[src/rtl/mbist_march_if.sv]
// ---------------------------------------------------------------------------
// mbist_march_if
// Bus between the March C- BIST controller and the memory under test.
//   mem_write_read : 1 = write, 0 = read (controller -> memory)
//   mem_address    : word address                  (controller -> memory)
//   mem_wdata      : write data, presented one cycle ahead of the write
//   mem_rdata      : read data, valid two cycles after the read cycle
// Protocol: there is no valid/ready pair. Every cycle in which the controller
// is running is exactly one memory operation. The memory never stalls. It
// registers mem_wdata each cycle and uses the registered value for a write
// issued in the following cycle. Read data returns with a fixed two-cycle
// latency.
// Modports: master = controller side, slave = memory side.
// ---------------------------------------------------------------------------
interface mbist_march_if #(
    parameter int DATA_WIDTH = 8,
    parameter int ADDR_WIDTH = 4
);
    logic                  mem_write_read;
    logic [ADDR_WIDTH-1:0] mem_address;
    logic [DATA_WIDTH-1:0] mem_wdata;
    logic [DATA_WIDTH-1:0] mem_rdata;

    modport master (
        output mem_write_read, mem_address, mem_wdata,
        input  mem_rdata
    );

    modport slave (
        input  mem_write_read, mem_address, mem_wdata,
        output mem_rdata
    );
endinterface

[src/rtl/mbist_march_ctrl.sv]
// ---------------------------------------------------------------------------
// mbist_march_ctrl
// March C- memory BIST controller for addresses 0..CAPACITY.
//   E0 up(w0) E1 up(r0,w1) E2 up(r1,w0) E3 down(r0,w1) E4 down(r1,w0) E5 up(r0)
// Ports:
//   clk, rst_n     : clock (rising edge), async active-low reset
//   start          : one-cycle pulse, accepted only in IDLE or DONE
//   busy / done    : test running / test finished (held until next start)
//   fail, fail_count (saturating), fail_addr, fail_elem, fail_syndrome
//                  : result of the current or last test; the first
//                    miscompare is captured
//   dbg_state      : current FSM state, for observation only
//   mem            : memory bus (master modport)
// ---------------------------------------------------------------------------
module mbist_march_ctrl #(
    parameter int DATA_WIDTH = 8,
    parameter int ADDR_WIDTH = 4,
    parameter int CAPACITY   = 15
) (
    input  logic                  clk,
    input  logic                  rst_n,
    input  logic                  start,
    output logic                  busy,
    output logic                  done,
    output logic                  fail,
    output logic [7:0]            fail_count,
    output logic [ADDR_WIDTH-1:0] fail_addr,
    output logic [2:0]            fail_elem,
    output logic [DATA_WIDTH-1:0] fail_syndrome,
    output logic [2:0]            dbg_state,
    mbist_march_if.master         mem
);

    typedef enum logic [2:0] {
        S_IDLE  = 3'd0,
        S_PREP  = 3'd1,
        S_RUN   = 3'd2,
        S_DRAIN = 3'd3,
        S_DONE  = 3'd4
    } state_t;

    localparam logic [ADDR_WIDTH-1:0] LAST_ADDR = ADDR_WIDTH'(CAPACITY);
    localparam logic [DATA_WIDTH-1:0] ONES      = {DATA_WIDTH{1'b1}};

    // Elements 3 and 4 walk the address space downwards.
    function automatic logic elem_down(input logic [2:0] e);
        return (e == 3'd3) || (e == 3'd4);
    endfunction

    // Elements 1..4 are (read, write) pairs; 0 and 5 have a single op.
    function automatic logic elem_two_ops(input logic [2:0] e);
        return (e >= 3'd1) && (e <= 3'd4);
    endfunction

    function automatic logic op_is_write(input logic [2:0] e, input logic op);
        return (e == 3'd0) || (op && (e != 3'd5));
    endfunction

    // Data value of an op: write data for writes, expected data for reads.
    function automatic logic op_ones(input logic [2:0] e, input logic op);
        return op ? ((e == 3'd1) || (e == 3'd3)) : ((e == 3'd2) || (e == 3'd4));
    endfunction

    state_t                state_q, state_d;
    logic [2:0]            elem_q, elem_d;
    logic                  op_q, op_d;
    logic [ADDR_WIDTH-1:0] addr_q, addr_d;
    logic                  drain_q, drain_d;
    logic [DATA_WIDTH-1:0] wdata_q, wdata_d;
    logic                  fail_q, fail_d;
    logic [7:0]            fail_count_q, fail_count_d;
    logic [ADDR_WIDTH-1:0] fail_addr_q, fail_addr_d;
    logic [2:0]            fail_elem_q, fail_elem_d;
    logic [DATA_WIDTH-1:0] fail_syn_q, fail_syn_d;

    // Two-stage read pipeline matching the memory read latency.
    logic                  p1_vld_q, p2_vld_q;
    logic [DATA_WIDTH-1:0] p1_exp_q, p2_exp_q;
    logic [ADDR_WIDTH-1:0] p1_addr_q, p2_addr_q;
    logic [2:0]            p1_elem_q, p2_elem_q;

    logic                  run;
    logic                  cur_write;
    logic                  elem_at_end;
    logic                  nxt_write;
    logic [DATA_WIDTH-1:0] syndrome;
    logic                  miscmp;

    assign run         = (state_q == S_RUN);
    assign cur_write   = op_is_write(elem_q, op_q);
    assign elem_at_end = elem_down(elem_q) ? (addr_q == '0) : (addr_q == LAST_ADDR);
    assign syndrome    = p2_exp_q ^ mem.mem_rdata;
    assign miscmp      = p2_vld_q && (syndrome != '0);

    always_comb begin
        state_d      = state_q;
        elem_d       = elem_q;
        op_d         = op_q;
        addr_d       = addr_q;
        drain_d      = drain_q;
        fail_d       = fail_q;
        fail_count_d = fail_count_q;
        fail_addr_d  = fail_addr_q;
        fail_elem_d  = fail_elem_q;
        fail_syn_d   = fail_syn_q;

        case (state_q)
            S_IDLE, S_DONE: begin
                if (start) begin
                    state_d      = S_PREP;
                    fail_d       = 1'b0;
                    fail_count_d = '0;
                    fail_addr_d  = '0;
                    fail_elem_d  = '0;
                    fail_syn_d   = '0;
                end
            end
            S_PREP: begin
                state_d = S_RUN;
                elem_d  = 3'd0;
                op_d    = 1'b0;
                addr_d  = '0;
            end
            S_RUN: begin
                if (elem_two_ops(elem_q) && !op_q) begin
                    op_d = 1'b1;
                end else begin
                    op_d = 1'b0;
                    if (!elem_at_end) begin
                        addr_d = elem_down(elem_q) ? addr_q - 1'b1 : addr_q + 1'b1;
                    end else if (elem_q == 3'd5) begin
                        state_d = S_DRAIN;
                        drain_d = 1'b0;
                    end else begin
                        // Next element starts at its own end of the range.
                        elem_d = elem_q + 3'd1;
                        addr_d = elem_down(elem_q + 3'd1) ? LAST_ADDR : '0;
                    end
                end
            end
            S_DRAIN: begin
                if (drain_q) state_d = S_DONE;
                else         drain_d = 1'b1;
            end
            default: state_d = S_IDLE;
        endcase

        // Pipeline is empty in IDLE/DONE, so this never collides with the
        // clear on an accepted start.
        if (miscmp) begin
            if (!fail_q) begin
                fail_addr_d = p2_addr_q;
                fail_elem_d = p2_elem_q;
                fail_syn_d  = syndrome;
            end
            fail_d = 1'b1;
            if (fail_count_q != 8'hFF) fail_count_d = fail_count_q + 8'd1;
        end

        // Write data leads the write by one cycle; hold it otherwise.
        nxt_write = (state_d == S_RUN) && op_is_write(elem_d, op_d);
        wdata_d   = nxt_write ? (op_ones(elem_d, op_d) ? ONES : '0) : wdata_q;
    end

    always_ff @(posedge clk or negedge rst_n) begin
        if (!rst_n) begin
            state_q      <= S_IDLE;
            elem_q       <= '0;
            op_q         <= 1'b0;
            addr_q       <= '0;
            drain_q      <= 1'b0;
            wdata_q      <= '0;
            fail_q       <= 1'b0;
            fail_count_q <= '0;
            fail_addr_q  <= '0;
            fail_elem_q  <= '0;
            fail_syn_q   <= '0;
            p1_vld_q     <= 1'b0;
            p1_exp_q     <= '0;
            p1_addr_q    <= '0;
            p1_elem_q    <= '0;
            p2_vld_q     <= 1'b0;
            p2_exp_q     <= '0;
            p2_addr_q    <= '0;
            p2_elem_q    <= '0;
        end else begin
            state_q      <= state_d;
            elem_q       <= elem_d;
            op_q         <= op_d;
            addr_q       <= addr_d;
            drain_q      <= drain_d;
            wdata_q      <= wdata_d;
            fail_q       <= fail_d;
            fail_count_q <= fail_count_d;
            fail_addr_q  <= fail_addr_d;
            fail_elem_q  <= fail_elem_d;
            fail_syn_q   <= fail_syn_d;
            p1_vld_q     <= run && !cur_write;
            p1_exp_q     <= op_ones(elem_q, op_q) ? ONES : '0;
            p1_addr_q    <= addr_q;
            p1_elem_q    <= elem_q;
            p2_vld_q     <= p1_vld_q;
            p2_exp_q     <= p1_exp_q;
            p2_addr_q    <= p1_addr_q;
            p2_elem_q    <= p1_elem_q;
        end
    end

    assign busy               = (state_q == S_PREP) || run || (state_q == S_DRAIN);
    assign done               = (state_q == S_DONE);
    assign fail               = fail_q;
    assign fail_count         = fail_count_q;
    assign fail_addr          = fail_addr_q;
    assign fail_elem          = fail_elem_q;
    assign fail_syndrome      = fail_syn_q;
    assign dbg_state          = state_q;
    assign mem.mem_write_read = run && cur_write;
    assign mem.mem_address    = run ? addr_q : '0;
    assign mem.mem_wdata      = wdata_d;

endmodule

[src/flat_wrapper.sv]
// flat-port wrapper written by rule: the top's interface ports become plain ports
module mbist_march_ctrl_flat 
#(
    parameter int DATA_WIDTH = 8,
    parameter int ADDR_WIDTH = 4,
    parameter int CAPACITY   = 15
)
  (clk, rst_n, start, busy, done, fail, fail_count, fail_addr, fail_elem, fail_syndrome, dbg_state, mem_mem_write_read, mem_mem_address, mem_mem_wdata, mem_mem_rdata);
  mbist_march_if #(.DATA_WIDTH(DATA_WIDTH), .ADDR_WIDTH(ADDR_WIDTH)) mem_i ();
  input  logic clk;
  input  logic rst_n;
  input  logic start;
  output logic busy;
  output logic done;
  output logic fail;
  output logic [7:0] fail_count;
  output logic [ADDR_WIDTH-1:0] fail_addr;
  output logic [2:0] fail_elem;
  output logic [DATA_WIDTH-1:0] fail_syndrome;
  output logic [2:0] dbg_state;
  output wire logic [$bits(mem_i.mem_write_read)-1:0] mem_mem_write_read;
  output wire logic [$bits(mem_i.mem_address)-1:0] mem_mem_address;
  output wire logic [$bits(mem_i.mem_wdata)-1:0] mem_mem_wdata;
  input wire logic [$bits(mem_i.mem_rdata)-1:0] mem_mem_rdata;
  assign mem_mem_write_read = mem_i.mem_write_read;
  assign mem_mem_address = mem_i.mem_address;
  assign mem_mem_wdata = mem_i.mem_wdata;
  assign mem_i.mem_rdata = mem_mem_rdata;
  mbist_march_ctrl #(.DATA_WIDTH(DATA_WIDTH), .ADDR_WIDTH(ADDR_WIDTH), .CAPACITY(CAPACITY)) u_core (.clk(clk), .rst_n(rst_n), .start(start), .busy(busy), .done(done), .fail(fail), .fail_count(fail_count), .fail_addr(fail_addr), .fail_elem(fail_elem), .fail_syndrome(fail_syndrome), .dbg_state(dbg_state), .mem(mem_i));
endmodule
[config.mk]
export PLATFORM = sky130hd
export DESIGN_NAME = mbist_march_ctrl_flat
export DESIGN_NICKNAME = d
export VERILOG_FILES = /design/src/rtl/mbist_march_if.sv /design/src/rtl/mbist_march_ctrl.sv /design/src/flat_wrapper.sv
export SDC_FILE = /design/constraint.sdc
export NUM_CORES = 1
export LEC_CHECK = 0
export BUFFER_PORTS_ARGS = -buffer_cell sky130_fd_sc_hd__buf_2
export CORE_MARGIN = 3
export CORE_UTILIZATION = 50
export DETAILED_ROUTE_END_ITERATION = 16
export MAX_ROUTING_LAYER = met4
export PLACE_DENSITY = 0.8
export SLEW_MARGIN = 10
export SYNTH_ARGS = -nofsm -noshare
export SYNTH_HDL_FRONTEND = slang
export SYNTH_SLANG_ARGS = --single-unit
[constraint.sdc]
create_clock -name clk -period 2.55 [get_ports clk]
set_clock_uncertainty 0.05 [all_clocks]
set_input_delay 0 -clock clk [delete_from_list [all_inputs] [get_ports clk]]
set_output_delay 0 -clock clk [all_outputs]
set_load 0.01 [all_outputs]
* Word-level counts from Yosys, hierarchy flattened *
Cells that the tools add are included.
Widths: inputs -> output; s select.

storage, ports and cells
  word-level logic and storage cells = 131
  input port bits = 11
  output and inout port bits = 42
  register bits = 76

cells by class
  reductions and logical operators = 33
  magnitude comparators = 2
  bitwise logic cells = 1
  add/subtract/negate cells = 4
  equal/unequal tests = 24
  mux-type cells = 48

operators with widths
  kind                 count
  $mux 8               11
  $mux 4               10
  $mux 3               12
  $eq 3x2->1 const B   8
  $eq 3x3->1 const B   5
  $pmux 3 s4           1
  $logic_or 1x1->1     10
  $mux 1               10
  $eq 3x1->1 const B   3
  $logic_not 3->1      3
  $ne 3x3->1 const B   3
  $add 8x1->8 const B  1
  $logic_and 1x1->1    8
  $ne 8x8->1 const B   1
  $pmux 4 s2           1
  $reduce_bool 2->1    4
  $reduce_bool 8->1    1
  $xor 8x8->8          1
  $ne 2x2->1 const B   3
  $pmux 3 s2           1
  $add 4x1->4 const B  1
  $eq 4x4->1 const B   1
  $logic_not 4->1      1
  $pmux 1 s2           2
  other kinds (9)      10

* Longest topological paths before layout *
  depth after elaboration = 11
  depth in mapped cells = 11
  depth with buffers taken out = 11

* Worst setup path after synthesis *
Ideal clock, no wire load.

  path kind = reg-to-reg
  start = register u_core.elem_q[0]
  end = register u_core.addr_q[3]
  stages on the path, launching flop included = 12
  clock period less this slack = 2.623 ns
  required time = 2.359 ns
  setup time = 0.141 ns
  buffers on the path = 0
  data arrival time = 2.432 ns
  path slack = -0.073 ns
  path through = dfrtp_1 > inv_1 > ha_1 > mux2i_1 > inv_1 > ha_1 > a21o_2 > a21oi_1 > xnor2_1 > and3_2 > o21ai_0 > o21ai_0

on the way
  longest elaborated chain between the ends = 8
  elaborated cells between the ends (all ways) = 22
  those cells by class = add/sub (1); order compare (2); eq/ne (7); mux (7); reduce/logical (5)

RTL lines
  what                                      line                     RTL
  from (decl)                               mbist_march_ctrl.sv:65   logic [2:0] elem_q, elem_d;
  from (signal assigned)                    mbist_march_ctrl.sv:188  elem_q <= elem_d;
  $add 3x1->3                               mbist_march_ctrl.sv:137  addr_d = elem_down(elem_q + 3'd1) ? LAST_ADDR : '0;
  $eq 3x2->1 or $eq 3x3->1 (tied branches)  mbist_march_ctrl.sv:47   return (e == 3'd3) || (e == 3'd4);
  $logic_or 1x1->1                          mbist_march_ctrl.sv:47
  $mux 4                                    mbist_march_ctrl.sv:137
  $mux 4                                    mbist_march_ctrl.sv:131  end else if (elem_q == 3'd5) begin
  $mux 4                                    mbist_march_ctrl.sv:129  if (!elem_at_end) begin
  $mux 4                                    mbist_march_ctrl.sv:125  if (elem_two_ops(elem_q) && !op_q) begin
  $pmux 4 s2                                mbist_march_ctrl.sv:107  case (state_q)
  to (signal assigned)                      mbist_march_ctrl.sv:190  addr_q <= addr_d;
  to (decl)                                 mbist_march_ctrl.sv:67   logic [ADDR_WIDTH-1:0] addr_q, addr_d;

Several ways; a longest one is shown, not always the timed one. The select of a mux whose other input is x is not followed.
A chain may end at the register's enable or synchronous reset.

* Worst setup path after layout *
  start = register u_core.elem_q[1]
  end = output port mem_mem_wdata[3]

on the way
  longest elaborated chain between the ends = 11
  elaborated cells between the ends (all ways) = 35
  those cells by class = add/sub (1); order compare (2); eq/ne (9); mux (14); reduce/logical (9)

RTL lines
  what                                                                 line                                              RTL
  parallel branches: the longest is 4 deep, another holds $add 3x1->3  --
  $mux 3 (*)                                                           mbist_march_ctrl.sv:125
  $pmux 3 s2 (*)                                                       mbist_march_ctrl.sv:107
  net u_core.elem_d[2]                                                 mbist_march_ctrl.sv:65
  $eq 3x2->1 (tied with other cells)                                   mbist_march_ctrl.sv:61                            return op ? ((e == 3'd1) || (e == 3'd3)) : ((e == 3'd2) || (e == 3'd4));
  $logic_or 1x1->1 or $logic_and 1x1->1 (tied branches)                mbist_march_ctrl.sv:61, mbist_march_ctrl.sv:56
  $mux 1 or $logic_or 1x1->1 (tied branches)                           mbist_march_ctrl.sv:61, mbist_march_ctrl.sv:56
  $mux 8 or $logic_and 1x1->1 (tied branches)                          mbist_march_ctrl.sv:162, mbist_march_ctrl.sv:161
  $mux 8 (*)                                                           mbist_march_ctrl.sv:162                           wdata_d = nxt_write ? (op_ones(elem_d, op_d) ? ONES : '0) : wdata_q;
  to (decl)                                                            flat_wrapper.sv:23                                output wire logic [$bits(mem_i.mem_wdata)-1:0] mem_mem_wdata;

Mark *: on every way through the listed nets, which the timed path passes.

==> reports/qor.csv <==
stage,metric,value,unit
outcome,status,"complete, but fails checks",
outcome,violations,negative setup slack,
global_route,grt_use_total,21.96,%
logic_synthesis,synth_top_area_share,53.84,%
setup_path,crit_start,u_core.elem_q[1]$_DFF_PN0_,
final_layout,drive_gt1_share,35.54,%
setup_path,r2r_start,u_core.elem_q[1]$_DFF_PN0_,
setup_path,critPathKind,register to output pin,
sta,rsz0062_at_grt,true,
clocking,cts_tree,yes,
logic_synthesis,synth_area,2882,µm²
power_and_ir_drop,powerDensity,714.3,nW/µm²
sta,whs,0.1778,ns
power_and_ir_drop,leakagePower,0.002043,µW
floorplanning,start_util,52.01,%
final_layout,utilization,70.23,%
setup_path,critPathLaunchType,register,
logic_synthesis,postSynthAreaPerCell,10.44,µm²
logic_synthesis,ys_seq_area_share,53.84,%
setup_path,crit_path_end_kind,output pin,
logic_synthesis,ys_warn_count,0,
clocking,htree_levels,3,
clocking,cts.path.max_buffers,2,
clocking,clock-sinks,62,
logic_synthesis,synth_edf_count,0,
route,drtIter0Drc,129,
clocking,clock_tree.root_cell,clkbuf_8,
sta,slew_violations,0,
placed_design,place_congestion,0.8180,
logic_synthesis,synth-seq-cells,62,
floorplanning,die_area,6710,µm²
logic_synthesis,ys_async_sr_fraction,100.0,%
route,wl_per_cell,15.33,µm
placed_design,post_dp_cell_area,3347,µm²
route,vias,2399,
power_and_ir_drop,irDropWorstVdd,571.2,µV
sta,setup_violations,8,
power_and_ir_drop,intPower,1916,µW
sta,worst_pin_slew,0.4683,ns
setup_path,required,2.50,ns
floorplanning,die_width,81.92,µm
sta,worst_slack,-0.1071,ns
global_route,antenna_found_initial,0,
floorplanning,num_io_pins,53,
final_layout,final_area,3891,µm²
final_layout,area_delta_synth_final,35.04,%
placed_design,hpwl,4.301,mm
logic_synthesis,yosys.area.top_type,dfrtp_1,
power_and_ir_drop,p_clk_share,32.4,%
clocking,clk_latency,0.33,ns
run,max_cap_viol_count,0,
final_layout,final_nets,393,
final_layout,diodes,0,
route,drc_errors,0,
logic_synthesis,synth_fp_nets,296,
placed_design,placed_cells,410,
clocking,path_clk_slew,0.06,ns
final_layout,fillers,385,
power_and_ir_drop,fin_total_pwr,2780,µW
sta,timing.fmax,0.3764,GHz
power_and_ir_drop,power_frac_comb,27.7,%
sta,hold_viol_final,0,
min_path,min_path_type,input port to asynchronous set/reset pin,
power_and_ir_drop,p_seq_share,39.9,%
global_route,grt_max_degree,33,
setup_path,worstPathMaxFanout,8,
final_layout,stdcell_count,449,
route,dr.pass1.iters,4,
floorplanning,core_area,5540,µm²
logic_synthesis,yosysUniqueCellTypes,48,
global_route,gr-total-overflow,0,
global_route,grt_pass1_wl,10.70,mm
global_route,grt_pass1_vias,2338,
clocking,cts_buffers,9,
route,wl,6.884,mm
floorplanning,num_rows,27,
logic_synthesis,ys_top_cells_by_area,"dfrtp_1 (54%), o21ai_0 (4.3%), nand2_1 (4.0%)",
sta,fin_crit,2.657,ns
power_and_ir_drop,swShare,31.08,%
sta,slew_headroom,68.78,%
setup_path,cp.arrival,2.61,ns
sta,fin_crit_sh,104.2,%
floorplanning,die_h,81.92,µm
logic_synthesis,ys.flop_type,dfrtp_1,
route,ant_nets,0,
route,viasPerCell,5.343,
power_and_ir_drop,power_switching,863.8,µW
logic_synthesis,synthCells,276,
placed_design,portBuffers,52,
synthesized netlist by cell type, types with 2 or more instances:
library cell  count
or2_2             2
nor4_1            3
a21oi_1           6
and3_1            2
nor2b_1           2
and4_1            2
o21ai_1           2
ha_1              8
mux2i_1           5
and2_1            6
buf_2             7
nand2_1          31
dfrtp_1          62
o221ai_1          2
nand4_1           2
o21ai_0          25
xnor2_1          11
nand3_1          20
o31ai_1           7
nand2b_1          8
clkbuf_1          5
inv_1             7
nor2_1           15
nor3b_1           3
a21o_1            9
nor3_1            2
critical path: stages (launching register included):
cell	delay [ns]
dfrtp_1	0.43
inv_2	0.12
buf_6	0.12
ha_4	0.14
nor3_4	0.06
o31ai_4	0.39
nand2b_4	0.24
o22a_4	0.17
inv_4	0.04
nor4_4	0.12
buf_4	0.19
a21o_1	0.11
buf_2	0.14
layout by cell type, fill, tap and decap left out, drive strengths merged, types with 4 or more instances in the layout:
cell,n
o31ai,7
nor2,15
dfrtp,62
nor4,4
a21oi,6
ha,8
nand3,20
and2,7
nand2,31
o21ai,27
a21o,10
buf,88
nand2b,8
dlygate4sd3,10
xnor2,11
inv,8
mux2i,6
clkbuf,10
state kept, by name, indices dropped and copies added (netlist names), 4 cells and up:
signal / count
u_core.fail_count: 8
u_core.fail_syndrome: 8
u_core.addr_q: 4
u_core.fail_addr: 4
u_core.p1_addr_q: 4
u_core.p2_addr_q: 4
u_core.wdata_q: 8
metal layers:
metal  track usage, %  wire [µm]  vias to the layer above  share of wire (%)
li1                 -          -                     1166                  -
met1            26.70       2976                     1150                 43
met2            34.09       3430                       73                 50
met3            6.250        358                       10                5.2
met4            9.801        119                        0                1.7
met5                -          0                        -                  0
power groups by stage:
stage                     sequential (µW)  combinational [µW]  clock (µW)
after global routing                 1120                 853         965
after floorplan                      1110                 439           0
final                                1110                 770         900
after CTS                            1110                 763         920
after detailed placement             1120                 709           0
after global placement               1120                 691           0
stage by stage:
stage               setup TNS, ns  setup slack, ns
floorplan                       0          0.03045
global placement                0          0.09514
detailed placement              0          0.04562
CTS                       -0.4138         -0.06321
global route               -1.996          -0.2408
finish                    -0.7258          -0.1071
area by class of cell:
cell class | count | area [µm²] | area share, %
sequential | 62 | 1553 | 39.90
clock buffer | 10 | 127.6 | 3.280
timing repair buffer | 98 | 634.4 | 16.30
multi-input combinational | 194 | 1379 | 35.43
tap | 72 | 90.09 | 2.315
inverter | 8 | 32.53 | 0.8360
clock inverter | 5 | 75.07 | 1.929
worst paths after layout:
| kind | endpoint | slack (ns) | cells past startpoint |
|---|---|---|---|
| max | mem_mem_wdata[3] | -0.11 | 12 |
| min | u_core.fail_syndrome[3]$_DFF_PN0_ | 0.18 | 3 |
| max reg2reg | u_core.wdata_q[3]$_DFF_PN0_ | 0.04 | 10 |
| min reg2reg | u_core.p2_exp_q[6]$_DFF_PN0_ | 0.30 | 0 |
| max in group asynchronous | u_core.elem_q[0]$_DFF_PN0_ | 1.95 | 3 |
| min in group clk | u_core.p2_exp_q[6]$_DFF_PN0_ | 0.30 | 0 |
repair_timing:
item                                   CTS  global route
endpoints found under the hold margin   72             0
setup buffers                           11             4
resized for setup                       16            11
pin swaps                                7             9
setup endpoints to repair                8             8
hold buffers                            10             0
cell families (layout without fill, tap and decap cells):
group	count (synthesis)	in the layout	share of synthesized area [%]
fa+ha+maj	9	9	4.169
xor+xnor	12	12	3.647
compound gates	60	60	13.20
mux	8	8	3.126
simple gates	105	105	19.11
buf+inv	20	121	2.909
flops	62	62	53.84
No activity file was read; power rests on OpenSTA's default activity.
